$ cat src/rtl/pipe_ctrl_pkg.sv
// Shared definitions for the pipeline stall/flush sequencer: FSM state
// encodings, the bubble instruction and the default mul/div watchdog limit.
package pipe_ctrl_pkg;

  typedef enum logic [1:0] {
    RUN     = 2'd0,
    MD_WAIT = 2'd1,
    MD_HOLD = 2'd2
  } ctrl_state_e;

  // Canonical NOP (addi x0, x0, 0) loaded into a flushed pipeline register.
  localparam logic [31:0] NOP_INSTR = 32'h0000_0013;

  localparam int unsigned MD_TIMEOUT_DEF = 64;

endpackage

$ cat src/rtl/pipe_perf_cnt.sv
// Three free-running wrap-around performance counters, each advanced by a
// single-cycle increment strobe; cleared by the synchronous active-low reset.
module pipe_perf_cnt #(
  parameter int unsigned CNT_W = 32
) (
  input  logic             clk,
  input  logic             rst_n,
  input  logic             stall_inc,
  input  logic             flush_inc,
  input  logic             md_inc,
  output logic [CNT_W-1:0] stall_cnt,
  output logic [CNT_W-1:0] flush_cnt,
  output logic [CNT_W-1:0] md_cnt
);

  always_ff @(posedge clk) begin
    if (!rst_n) begin
      stall_cnt <= '0;
      flush_cnt <= '0;
      md_cnt    <= '0;
    end else begin
      if (stall_inc) stall_cnt <= stall_cnt + 1'b1;
      if (flush_inc) flush_cnt <= flush_cnt + 1'b1;
      if (md_inc)    md_cnt    <= md_cnt + 1'b1;
    end
  end

endmodule

$ cat src/rtl/pipe_ctrl_fsm.sv
// Central stall/flush sequencer for the 5-stage pipeline.
// Optional performance counters are built only when PIPE_PERF_CNT_EN is defined.
module pipe_ctrl_fsm
  import pipe_ctrl_pkg::*;
#(
  parameter int unsigned MD_TIMEOUT = MD_TIMEOUT_DEF,
  parameter int unsigned CNT_W      = 32
) (
  input  logic             clk,
  input  logic             rst_n,
  input  logic             load_use_hazard,
  input  logic             redirect,
  input  logic             ex_is_md,
  input  logic             md_done,
  input  logic             dmem_req,
  input  logic             dmem_ready,
  output logic             pc_en,
  output logic             if_id_en,
  output logic             id_ex_en,
  output logic             ex_mem_en,
  output logic             mem_wb_en,
  output logic             if_id_flush,
  output logic             id_ex_flush,
  output logic             ex_mem_flush,
  output logic             md_start,
  output logic             md_timeout,
  output logic [1:0]       ctrl_state,
  output logic [CNT_W-1:0] stall_cnt,
  output logic [CNT_W-1:0] flush_cnt,
  output logic [CNT_W-1:0] md_cnt
);

  localparam int unsigned WD_LAST_I = (MD_TIMEOUT == 0) ? 0 : MD_TIMEOUT - 1;
  localparam int unsigned WD_W      = (WD_LAST_I > 0) ? $clog2(WD_LAST_I + 1) : 1;
  localparam logic [WD_W-1:0] WD_LAST = WD_LAST_I[WD_W-1:0];

  ctrl_state_e     state, next_state;
  logic [WD_W-1:0] wd_cnt;
  logic            mem_stall;
  logic            wd_expired;
  logic            wd_fire;

  assign mem_stall  = dmem_req & ~dmem_ready;
  assign wd_expired = (MD_TIMEOUT != 0) && (wd_cnt == WD_LAST);
  assign ctrl_state = state;

  always_ff @(posedge clk) begin
    if (!rst_n) begin
      state      <= RUN;
      md_timeout <= 1'b0;
    end else begin
      state <= next_state;
      if (wd_fire) md_timeout <= 1'b1;
    end
  end

  // Watchdog saturates at its limit so a memory freeze cannot wrap it;
  // it restarts whenever MD_WAIT is left.
  always_ff @(posedge clk) begin
    if (!rst_n) begin
      wd_cnt <= '0;
    end else if (state == MD_WAIT && next_state == MD_WAIT) begin
      if (wd_cnt != WD_LAST) wd_cnt <= wd_cnt + 1'b1;
    end else begin
      wd_cnt <= '0;
    end
  end

  always_comb begin
    next_state   = state;
    pc_en        = 1'b1;
    if_id_en     = 1'b1;
    id_ex_en     = 1'b1;
    ex_mem_en    = 1'b1;
    mem_wb_en    = 1'b1;
    if_id_flush  = 1'b0;
    id_ex_flush  = 1'b0;
    ex_mem_flush = 1'b0;
    md_start     = 1'b0;
    wd_fire      = 1'b0;

    if (!rst_n) begin
      next_state = RUN;
    end else if (mem_stall) begin
      pc_en     = 1'b0;
      if_id_en  = 1'b0;
      id_ex_en  = 1'b0;
      ex_mem_en = 1'b0;
      mem_wb_en = 1'b0;
      if (state == MD_WAIT && md_done) next_state = MD_HOLD;
    end else begin
      unique case (state)
        RUN: begin
          if (ex_is_md) begin
            md_start     = 1'b1;
            pc_en        = 1'b0;
            if_id_en     = 1'b0;
            id_ex_en     = 1'b0;
            ex_mem_flush = 1'b1;
            next_state   = MD_WAIT;
          end else if (redirect) begin
            if_id_flush = 1'b1;
            id_ex_flush = 1'b1;
          end else if (load_use_hazard) begin
            pc_en       = 1'b0;
            if_id_en    = 1'b0;
            id_ex_flush = 1'b1;
          end
        end
        MD_WAIT: begin
          if (md_done) begin
            next_state = RUN;
          end else if (wd_expired) begin
            // Abort: drop the mul/div in EX and hold ID behind a bubble.
            pc_en        = 1'b0;
            if_id_en     = 1'b0;
            id_ex_flush  = 1'b1;
            ex_mem_flush = 1'b1;
            wd_fire      = 1'b1;
            next_state   = RUN;
          end else begin
            pc_en        = 1'b0;
            if_id_en     = 1'b0;
            id_ex_en     = 1'b0;
            ex_mem_flush = 1'b1;
          end
        end
        MD_HOLD: begin
          next_state = RUN;
        end
        default: begin
          next_state = RUN;
        end
      endcase
    end
  end

`ifdef PIPE_PERF_CNT_EN
  logic stall_inc, flush_inc, md_inc;

  assign stall_inc = ~pc_en;
  assign flush_inc = if_id_flush | id_ex_flush | ex_mem_flush;
  assign md_inc    = (state == MD_WAIT) || (state == MD_HOLD);

  pipe_perf_cnt #(
    .CNT_W (CNT_W)
  ) u_perf_cnt (
    .clk       (clk),
    .rst_n     (rst_n),
    .stall_inc (stall_inc),
    .flush_inc (flush_inc),
    .md_inc    (md_inc),
    .stall_cnt (stall_cnt),
    .flush_cnt (flush_cnt),
    .md_cnt    (md_cnt)
  );
`else
  assign stall_cnt = '0;
  assign flush_cnt = '0;
  assign md_cnt    = '0;
`endif

endmodule

$ cat config.mk
export PLATFORM = sky130hd
export DESIGN_NAME = pipe_ctrl_fsm
export DESIGN_NICKNAME = d
export VERILOG_FILES = /design/src/rtl/pipe_ctrl_pkg.sv /design/src/rtl/pipe_perf_cnt.sv /design/src/rtl/pipe_ctrl_fsm.sv
export SDC_FILE = /design/constraint.sdc
export NUM_CORES = 1
export LEC_CHECK = 0
export BUFFER_PORTS_ARGS = -buffer_cell sky130_fd_sc_hd__clkbuf_2
export CAP_MARGIN = 20
export CORE_MARGIN = 5
export CORE_UTILIZATION = 34
export DETAILED_ROUTE_END_ITERATION = 16
export PLACE_DENSITY = 0.77
export SYNTH_ARGS = -nofsm -noshare
export SYNTH_HDL_FRONTEND = slang
export SYNTH_SLANG_ARGS = --single-unit
$ cat constraint.sdc
create_clock -name clk -period 1.3 [get_ports clk]
set_input_delay 0.26 -clock clk [delete_from_list [all_inputs] [get_ports clk]]
set_output_delay 0.26 -clock clk [all_outputs]
set_load 0.01 [all_outputs]
==> results of run 1 <==
power groups by stage:
stage	Clock, W	Combinational (W)	Sequential [W]
2_1_floorplan	0	0.000397	0.000292
3_3_place_gp	0	0.000251	0.000291
3_5_place_dp	0	0.000252	0.000291
4_1_cts	0.000334	0.000264	0.000286
5_1_grt	0.000347	0.000324	0.000285
6_report	0.000327	0.000293	0.000284
sequential cells by signal (all words and copies together), names as in the netlist:
register	flops
wd_cnt	6
ctrl_state	2
md_timeout	1
cell usage in the layout (no fill, tap or decap), drive strengths merged, types with 3 or more instances in the layout:
cell type,synthesis,final
conb,1,96
buf,101,30
clkbuf,0,18
dfxtp,9,9
a21oi,7,7
nand2,6,6
o21ai,6,6
nor2,6,6
nor3,3,3
a211oi,3,3
and3,3,3
cell type report:
class                      count  share of cell area, %
clock buffer                   4                  3.189
tap                           48                  4.252
timing repair buffer          44                  21.26
multi-input combinational    153                  57.48
sequential                     9                  13.55
inverter                       1                 0.2657
what timing repair did:
item	CTS	global route
pin swaps	6	8
setup buffers	1	2
setup endpoints to repair	9	15
gates resized for setup	9	26
logic make-up (layout without fill, tap and decap cells):
kind of cell             count (synthesis)  after routing  synth area share (%)
adder cells (fa/ha/maj)                  1              1                0.9755
AO/OA/AOI/OAI                           23             23                 10.93
flip-flops                               9              9                 14.05
other                                    1             96                0.2924
buffers and inverters                  102             49                 58.83
AND/OR/NAND/NOR                         32             32                 14.24
XOR/XNOR                                 1              1                0.6831
worst max path at each step:
stage | from | endpoint | slack, ns | cells after the start
finish | ctrl_state[1] | id_ex_en | -0.31 | 4
global route | wd_cnt[1] | id_ex_flush | -0.36 | 5
CTS | wd_cnt[1] | id_ex_flush | -0.30 | 5
detailed placement | wd_cnt[1] | id_ex_flush | -0.08 | 5
global placement | md_done | id_ex_en | -0.08 | 5
floorplan | wd_cnt[0] | id_ex_flush | -0.09 | 5
through the flow:
stage | instances | utilization (%) | instance area [um^2]
after global placement | 253 | 34.31 | 1256
after floorplan | 264 | - | 1685
after global routing | 259 | 38.59 | 1413
final | 259 | 38.59 | 1413
after CTS | 258 | 36.47 | 1335
after detailed placement | 253 | 34.31 | 1256
worst max-delay path, stage by stage, from the launching register on:
cell	delay, ns
sky130_fd_sc_hd__dfxtp_4	0.36
sky130_fd_sc_hd__or3b_4	0.43
sky130_fd_sc_hd__a21oi_2	0.12
sky130_fd_sc_hd__o21ai_1	0.07
sky130_fd_sc_hd__clkbuf_2	0.13
per-layer routing:
| metal | GRT usage [%] | share of wire [%] |
|---|---|---|
| met1 | 10.40 | 34 |
| met2 | 15.31 | 53 |
| met3 | 3.927 | 12 |
| met4 | 1.879 | 1.2 |
| met5 | 0 | 0 |
==> out/metrics.json, run 1 <==
{
  "clock_tree": {
    "cts_tree": "done",
    "cts_buf_count": 3,
    "cts_hold_buffers": 0,
    "ctsLongestPathBuffers": 2,
    "clkTransAtPathRegs_ns": 0.05,
    "clk_latency_ns": 0.23,
    "cts_htree_levels": 1,
    "clk_root_buffer_cell": "sky130_fd_sc_hd__clkbuf_8",
    "clkSinkCount": 9
  },
  "placement": {
    "dp_hpwl_mm": 2.178,
    "dpl_worst_slack_ns": -0.07959,
    "io_buffer_count": 19,
    "gp_congestion": 0.7997
  },
  "worst_setup_path": {
    "crit-reg2reg-capture": "ctrl_state[0]",
    "worstSetupPathType": "reg -> out",
    "type_of_element_capturing_the_critical_path": "output pin",
    "maximum_fanout_along_the_worst_path": 5,
    "ff2ff_path_depth": 6,
    "worstSetupStartpointType": "flop",
    "worst_ep_required_time_ns": 1.04,
    "crit-reg2reg-launch": "wd_cnt[1]",
    "critical_path_data_arrival_time_ns": 1.35,
    "r2r_slack_ns": -0.05
  },
  "drt": {
    "total_wirelength_of_the_detailed_routed_design_mm": 2.679,
    "detailedRoute.firstPassIterationCount": 2,
    "post_detailed_route_via_to_cell_ratio": 3.610,
    "route.antenna.remaining_nets": 0,
    "drc": 0,
    "drt_first_iter_violations": 7,
    "drt-wirelength-per-cell_um": 10.34,
    "routed-via-count": 935
  },
  "sta": {
    "clock_period_minus_final_worst_setup_slack_ns": 1.605,
    "skew_ns": 0.002193,
    "finalMaxSlewViolations": 0,
    "timing.hold.ws_ns": 0.4106,
    "finalSetupTns_ns": -1.665,
    "rsz_0062_raised_after_global_routing": "true",
    "timing.fmax_mhz": 622.9,
    "final_critical_path_setup_slack_ns": -0.3055,
    "setup_viols_final": 9,
    "finalHoldViolations": 0,
    "crit_share_post_route_pct": 123.5
  },
  "layout": {
    "final_layout_size_suffix_gt1_share_pct": 34.60,
    "nFillCells": 387,
    "area.growth.synth_to_final_pct": 10.15,
    "nets": 221,
    "multiInputGateArea_um2": 812.0,
    "layout.area.seq_um2": 191.4,
    "antenna_diode_count": 0
  },
  "global_routing": {
    "grt_first_pass_wirelength_mm": 3.657,
    "globalRouteOverflowTotal": 0,
    "grt_antenna_before_repair": 0,
    "grt_pass1_vias": 805,
    "track_usage_pct": 8.981,
    "grt_start_max_net_pins": 8
  },
  "power_and_ir_drop": {
    "proportion_of_power_drawn_by_the_clock_network_pct": 36.1,
    "vdd_drop_max_mv": 0.4439,
    "p_leak_nw": 0.7500,
    "totalPowerFinal_w": 0.0009042,
    "pwr_density_cell_nw_per_um2": 640.1,
    "power.share.switching_pct": 36.43,
    "p_comb_share_pct": 32.4,
    "power.net_switching_w": 0.0003294,
    "internal_power_w": 0.0005748,
    "seq_power_share_pct": 31.4
  },
  "hold_path": {
    "worstHoldEndpoint": "wd_cnt[0]",
    "min-delay-start": "dmem_ready",
    "hold_path_depth": 4,
    "timing.hold.worst.class": "in -> reg"
  },
  "synthesis": {
    "post-synth-top-area-fraction_pct": 57.37,
    "synth_edf_count": 0,
    "register_area_share_after_synthesis_pct": 14.05,
    "synth_area_leaders": "sky130_fd_sc_hd__buf_4 57%, sky130_fd_sc_hd__dfxtp_1 14%, sky130_fd_sc_hd__a21oi_1 2.7%",
    "syn-cell-area_um2": 1282,
    "ys_seq_elements": 9,
    "synth_flop_cell": "sky130_fd_sc_hd__dfxtp_1",
    "yosys_warnings": 0,
    "synth_cells": 169,
    "async_flop_share_pct": 0,
    "post-synth-top-count-cell": "sky130_fd_sc_hd__buf_4",
    "avgSynthCellArea_um2": 7.589,
    "synth_cell_type_count": 31,
    "synth_top_cell_by_area": "sky130_fd_sc_hd__buf_4",
    "synthTopCellsByCount": "98 x sky130_fd_sc_hd__buf_4, 9 x sky130_fd_sc_hd__dfxtp_1, 7 x sky130_fd_sc_hd__a21oi_1"
  },
  "floorplan": {
    "floorplan.die_area_um2": 5100,
    "die-height_um": 71.42,
    "floorplan.io_pins": 116,
    "floorplan.rows": 22,
    "starting_utilization_of_the_core_area_pct": 35.03,
    "core_area_um2": 3661,
    "die_x_um": 71.42
  },
  "status": {
    "outcome": "finished, violations left",
    "failed_checks": "negative setup slack"
  },
  "run": {
    "cap_viol_max_count": 0
  }
}
Note: power is estimated with default switching activity, not from simulation.
==> inputs of run 2 (changes only) <==
Settings changed: ABC_AREA set to 1.
==> out/metrics.json, run 2 <==
{
  "floorplan": {
    "floorplan.die_area_um2": 5152,
    "starting_utilization_of_the_core_area_pct": 35.18,
    "floorplan.rows": 22,
    "die_x_um": 71.78,
    "floorplan.io_pins": 116,
    "die-height_um": 71.78,
    "core_area_um2": 3689
  },
  "synthesis": {
    "ys_seq_elements": 9,
    "synthTopCellsByCount": "98 x sky130_fd_sc_hd__buf_4, 17 x sky130_fd_sc_hd__nand2_1, 13 x sky130_fd_sc_hd__inv_1",
    "syn-cell-area_um2": 1297,
    "avgSynthCellArea_um2": 7.208,
    "post-synth-top-count-cell": "sky130_fd_sc_hd__buf_4",
    "async_flop_share_pct": 0,
    "register_area_share_after_synthesis_pct": 13.89,
    "synth_edf_count": 0,
    "synth_area_leaders": "sky130_fd_sc_hd__buf_4 57%, sky130_fd_sc_hd__dfxtp_1 14%, sky130_fd_sc_hd__nand2_1 4.9%",
    "yosys_warnings": 0,
    "synth_cell_type_count": 22,
    "synth_top_cell_by_area": "sky130_fd_sc_hd__buf_4",
    "synth_cells": 180,
    "synth_flop_cell": "sky130_fd_sc_hd__dfxtp_1",
    "post-synth-top-area-fraction_pct": 56.70
  },
  "clock_tree": {
    "clkTransAtPathRegs_ns": 0.05,
    "ctsLongestPathBuffers": 2,
    "cts_buf_count": 3,
    "cts_htree_levels": 1,
    "clk_root_buffer_cell": "sky130_fd_sc_hd__clkbuf_8",
    "cts_hold_buffers": 0,
    "cts_tree": "done",
    "clkSinkCount": 9,
    "clk_latency_ns": 0.23
  },
  "drt": {
    "drc": 0,
    "drt-wirelength-per-cell_um": 8.768,
    "route.top_layer_used": "met4",
    "detailedRoute.firstPassIterationCount": 4,
    "route.antenna.remaining_nets": 0,
    "post_detailed_route_via_to_cell_ratio": 3.399,
    "met1Wirelength_um": 702,
    "routed-via-count": 894,
    "drt_first_iter_violations": 11,
    "total_met3_wirelength_after_detailed_routing_um": 295,
    "met2WireLength_mm": 1.264,
    "total_wirelength_of_the_detailed_routed_design_mm": 2.306
  },
  "status": {
    "failed_checks": "negative setup slack",
    "outcome": "finished, violations left"
  },
  "placement": {
    "gp_congestion": 0.7342,
    "dp_hpwl_mm": 1.881,
    "placement.cell_area_um2": 1201,
    "io_buffer_count": 19
  },
  "sta": {
    "skew_ns": 0.003524,
    "final_critical_path_setup_slack_ns": -0.2535,
    "rsz_0062_raised_after_global_routing": "true",
    "clock_period_minus_final_worst_setup_slack_ns": 1.553,
    "crit_share_post_route_pct": 119.5,
    "setup_viols_final": 7,
    "timing.fmax_mhz": 643.7,
    "finalMaxSlewViolations": 0,
    "finalHoldViolations": 0
  },
  "layout": {
    "nFillCells": 391,
    "nets": 225,
    "area.growth.synth_to_final_pct": 6.268,
    "final_layout_size_suffix_gt1_share_pct": 35.35,
    "antenna_diode_count": 0,
    "fin_area_um2": 1379,
    "layout_commonest_cell": "sky130_fd_sc_hd__conb_1",
    "regMostFlops": "wd_cnt",
    "largest_register_ffs": 6,
    "layout.area.seq_um2": 187.7,
    "multiInputGateArea_um2": 805.8,
    "post-route-util_pct": 37.38,
    "final_cell_mix": "96 x sky130_fd_sc_hd__conb_1, 14 x sky130_fd_sc_hd__buf_4, 13 x sky130_fd_sc_hd__clkbuf_2"
  },
  "hold_path": {
    "timing.hold.worst.class": "in -> reg"
  },
  "worst_setup_path": {
    "crit_slowest_cell": "sky130_fd_sc_hd__dfxtp_2",
    "worst_ep_required_time_ns": 1.04,
    "cp_top_family": "flip-flops",
    "critical_path_data_arrival_time_ns": 1.29,
    "cp.buffers_inverters": 3,
    "worstSetupStartpointType": "flop",
    "worstSetupPathType": "reg -> out",
    "peak_per_stage_delay_on_the_critical_path_ns": 0.34,
    "maximum_fanout_along_the_worst_path": 3,
    "type_of_element_capturing_the_critical_path": "output pin",
    "cp_cell_sequence": "ha_4 > nand2_4 > inv_4 > nand3_4 > inv_2 > nand2_2 > a21oi_2 > buf_2"
  },
  "power_and_ir_drop": {
    "totalPowerFinal_w": 0.0009378,
    "vdd_drop_max_mv": 0.4800,
    "p_leak_nw": 0.7659,
    "pwr_density_cell_nw_per_um2": 680.1
  },
  "global_routing": {
    "grt_pass1_vias": 731,
    "grt_start_max_net_pins": 7,
    "grt_antenna_before_repair": 0,
    "grt_first_pass_wirelength_mm": 3.098,
    "track_usage_pct": 7.500,
    "globalRouteOverflowTotal": 0
  },
  "run": {
    "cap_viol_max_count": 0
  }
}
## run 2: cell types whose count changed after synthesis, moves of 4 or more
cell,delta
sky130_fd_sc_hd__nand2_1,+11
sky130_fd_sc_hd__nor2_2,+8
sky130_fd_sc_hd__a21oi_1,-4
sky130_fd_sc_hd__inv_1,+12
sky130_fd_sc_hd__nor2_1,+5
## run 2: metrics by stage
step | setup TNS [ns] | hold WS, ns | setup WS (ns) | instances
after floorplan | -0.02007 | 0.3727 | -0.02007 | 275
after global placement | -0.03312 | 0.4540 | -0.01988 | 255
after detailed placement | -0.07860 | 0.4715 | -0.04089 | 255
after CTS | -1.122 | 0.3227 | -0.2499 | 262
after global routing | -1.699 | 0.3508 | -0.3329 | 263
final | -0.9652 | 0.3408 | -0.2535 | 263
## run 2: where the power goes
part           internal [W]  total, W  switching (W)
logic             0.0000855  0.000323       0.000238
clock network      0.000214  0.000328       0.000114
registers          0.000281  0.000287     0.00000531
## run 2: per-layer routing
layer  up-vias  GRT usage [%]
met5         -              0
met4         0          4.384
met3         5          1.823
met2        60          13.67
met1       404          7.692
li1        425              -
## run 2: timing repair
action | in CTS | in global routing
pin swaps | 8 | 9
resized for setup | 14 | 20
setup endpoints to repair | 8 | 13
setup buffers | 3 | 2
cloned | 0 | 0
## run 2: path summary, 6_finish.rpt
check                startpoint             to  slack (ns)  cells after the start
hold reg to reg      md_timeout     md_timeout        0.46                      2
hold / removal         dmem_req  ctrl_state[1]        0.34                      3
setup reg to reg  ctrl_state[0]      wd_cnt[0]        0.02                      8
setup / recovery      wd_cnt[1]    id_ex_flush       -0.25                      8
## run 2: cells by family after synthesis
family                   Yosys count  synth area share (%)
buffers and inverters            112                 60.75
XOR/XNOR                           3                 2.025
AND/OR/NAND/NOR                   43                 17.26
AO/OA/AOI/OAI                     11                 4.822
adder cells (fa/ha/maj)            1                0.9642
other                              1                0.2890
flip-flops                         9                 13.89
## run 2: worst min-delay path: stages
cell                       delay [ns]
sky130_fd_sc_hd__clkbuf_2        0.10
sky130_fd_sc_hd__nand3_2         0.12
sky130_fd_sc_hd__nor2_4          0.06
## run 2: cell type report
type,count,share of cell area (%)
clock buffers,4,3.267
inverters,14,4.537
multi-input cells,154,58.44
flip-flops and latches,9,13.61
well taps,48,4.356
repair buffers,34,15.79
==> inputs of run 3 (changes only) <==
Settings changed: CORE_MARGIN 5 to 8.
==> out/metrics.json, run 3 (same netlist as run 2, synthesis figures left out) <==
{
  "global_routing": {
    "grt_antenna_before_repair": 0,
    "grt_first_pass_wirelength_mm": 4.222,
    "grt_start_max_net_pins": 7,
    "grt_pass1_vias": 960,
    "globalRouteOverflowTotal": 0,
    "track_usage_pct": 8.473
  },
  "layout": {
    "nets": 229,
    "post-route-util_pct": 37.66,
    "layout_commonest_cell": "sky130_fd_sc_hd__conb_1",
    "regMostFlops": "wd_cnt",
    "final_layout_size_suffix_gt1_share_pct": 35.16,
    "antenna_diode_count": 0,
    "stdcell_count": 267,
    "largest_register_ffs": 6,
    "area.growth.synth_to_final_pct": 6.268,
    "final_cell_mix": "96 x sky130_fd_sc_hd__conb_1, 17 x sky130_fd_sc_hd__buf_4, 13 x sky130_fd_sc_hd__clkbuf_2"
  },
  "worst_setup_path": {
    "worst_ep_required_time_ns": 1.04,
    "crit_path_start": "ctrl_state[0]",
    "worstSetupPathType": "reg -> out",
    "peak_per_stage_delay_on_the_critical_path_ns": 0.34,
    "worstSetupStartpointType": "flop",
    "maximum_fanout_along_the_worst_path": 3,
    "cp.buffers_inverters": 2,
    "type_of_element_capturing_the_critical_path": "output pin",
    "crit_slowest_cell": "sky130_fd_sc_hd__dfxtp_4",
    "critical_path_data_arrival_time_ns": 1.30,
    "cp_top_family": "flip-flops",
    "crit-reg2reg-launch": "ctrl_state[0]",
    "cp_cell_sequence": "inv_4 > nand2_4 > nor2_4 > o21ai_2 > a31oi_2 > buf_2"
  },
  "sta": {
    "setup_viols_final": 7,
    "timing.fmax_mhz": 642.3,
    "final_critical_path_setup_slack_ns": -0.2570,
    "clock_period_minus_final_worst_setup_slack_ns": 1.557,
    "crit_share_post_route_pct": 119.8,
    "finalHoldViolations": 0,
    "rsz_0062_raised_after_global_routing": "true",
    "skew_ns": 0.001955,
    "finalMaxSlewViolations": 0
  },
  "floorplan": {
    "floorplan.die_area_um2": 6049,
    "core_area_um2": 3661,
    "floorplan.io_pins": 116,
    "die_x_um": 77.78,
    "starting_utilization_of_the_core_area_pct": 35.44,
    "die-height_um": 77.78,
    "floorplan.rows": 22
  },
  "clock_tree": {
    "clkTransAtPathRegs_ns": 0.05,
    "cts_htree_levels": 1,
    "clk_root_buffer_cell": "sky130_fd_sc_hd__clkbuf_8",
    "cts_hold_buffers": 0,
    "cts_buf_count": 3,
    "ctsLongestPathBuffers": 2,
    "clkSinkCount": 9,
    "clk_latency_ns": 0.24,
    "cts_tree": "done"
  },
  "placement": {
    "dp_hpwl_mm": 2.363,
    "gp_congestion": 0.6993,
    "io_buffer_count": 19,
    "post-place-cells": 257
  },
  "status": {
    "failed_checks": "negative setup slack",
    "outcome": "finished, violations left"
  },
  "power_and_ir_drop": {
    "vdd_drop_max_mv": 0.4167,
    "p_leak_nw": 0.7816,
    "pwr_density_cell_nw_per_um2": 682.7
  },
  "drt": {
    "drt-wirelength-per-cell_um": 10.27,
    "routed-via-count": 871,
    "route.antenna.remaining_nets": 0,
    "detailedRoute.firstPassIterationCount": 4,
    "total_wirelength_of_the_detailed_routed_design_mm": 2.742,
    "post_detailed_route_via_to_cell_ratio": 3.262,
    "drc": 0,
    "drt_first_iter_violations": 8
  },
  "run": {
    "cap_viol_max_count": 0
  },
  "hold_path": {
    "min-delay-start": "dmem_req",
    "timing.hold.worst.class": "in -> reg"
  }
}
run 3: cell count changes in the layout (fill, tap and decap cells not counted):
cell,delta
sky130_fd_sc_hd__nor2_4,-1
sky130_fd_sc_hd__buf_4,+3
sky130_fd_sc_hd__nor2_2,+1
sky130_fd_sc_hd__nand2_2,-2
sky130_fd_sc_hd__inv_6,-1
sky130_fd_sc_hd__inv_2,+1
sky130_fd_sc_hd__nand2_8,-1
sky130_fd_sc_hd__nand2_4,+1
sky130_fd_sc_hd__a21boi_2,-1
sky130_fd_sc_hd__buf_2,+1
sky130_fd_sc_hd__nand2_1,+2
sky130_fd_sc_hd__a21boi_1,+1
run 3: worst paths after layout:
kind	end	slack, ns	depth (start not counted)
setup / recovery	pc_en	-0.26	6
hold / removal	ctrl_state[1]	0.33	3
setup reg to reg	wd_cnt[1]	0.02	7
hold reg to reg	md_timeout	0.49	2
run 3: what timing repair did:
action	in CTS	in global routing
pin swaps	5	9
gates resized for setup	12	15
buffers inserted	3	3
endpoints found under the hold margin	0	0
gates cloned	0	0
endpoints found under the setup margin	7	14
run 3: worst register-to-register path, cell delays in order, from the launching register on:
cell and delay, ns:
sky130_fd_sc_hd__dfxtp_4 0.35, sky130_fd_sc_hd__inv_4 0.05, sky130_fd_sc_hd__nor3_4 0.26, sky130_fd_sc_hd__nand2_2 0.08
sky130_fd_sc_hd__nand2_2 0.08, sky130_fd_sc_hd__buf_6 0.10, sky130_fd_sc_hd__nand4_4 0.16, sky130_fd_sc_hd__nor2_2 0.14
run 3: layout make-up:
class,count,area (um^2)
clock buffer,4,45.04
fill,404,2282
timing repair buffer,38,245.2
multi-input combinational,154,783.3
sequential,9,187.7
inverter,14,57.56
tap,48,60.06
run 3: stage by stage:
step / hold slack, ns / setup TNS, ns / power, W / area [um^2] / setup slack, ns
floorplan: 0.3727 / -0.02007 / 0.0007096 / 1699 / -0.02007
global placement: 0.4676 / -0.07243 / 0.0005598 / 1216 / -0.03156
detailed placement: 0.4867 / -0.1041 / 0.0005617 / 1216 / -0.05402
CTS: 0.3342 / -1.146 / 0.0009213 / 1321 / -0.2504
global route: 0.3528 / -2.213 / 0.001004 / 1379 / -0.3164
finish: 0.3345 / -1.438 / 0.0009413 / 1379 / -0.2570
run 3: per-layer routing:
metal / wire length, um / global-route usage (%)
met4: 31 / 3.396
met2: 1477 / 15.54
met1: 951 / 7.881
met3: 282 / 4.032
met5: 0 / 0
run 3: power breakdown:
part	switching (W)	internal, W
Sequential	0.00000391	0.000281
Clock	0.000118	0.000214
Combinational	0.000238	0.0000868
Total	0.000359	0.000582
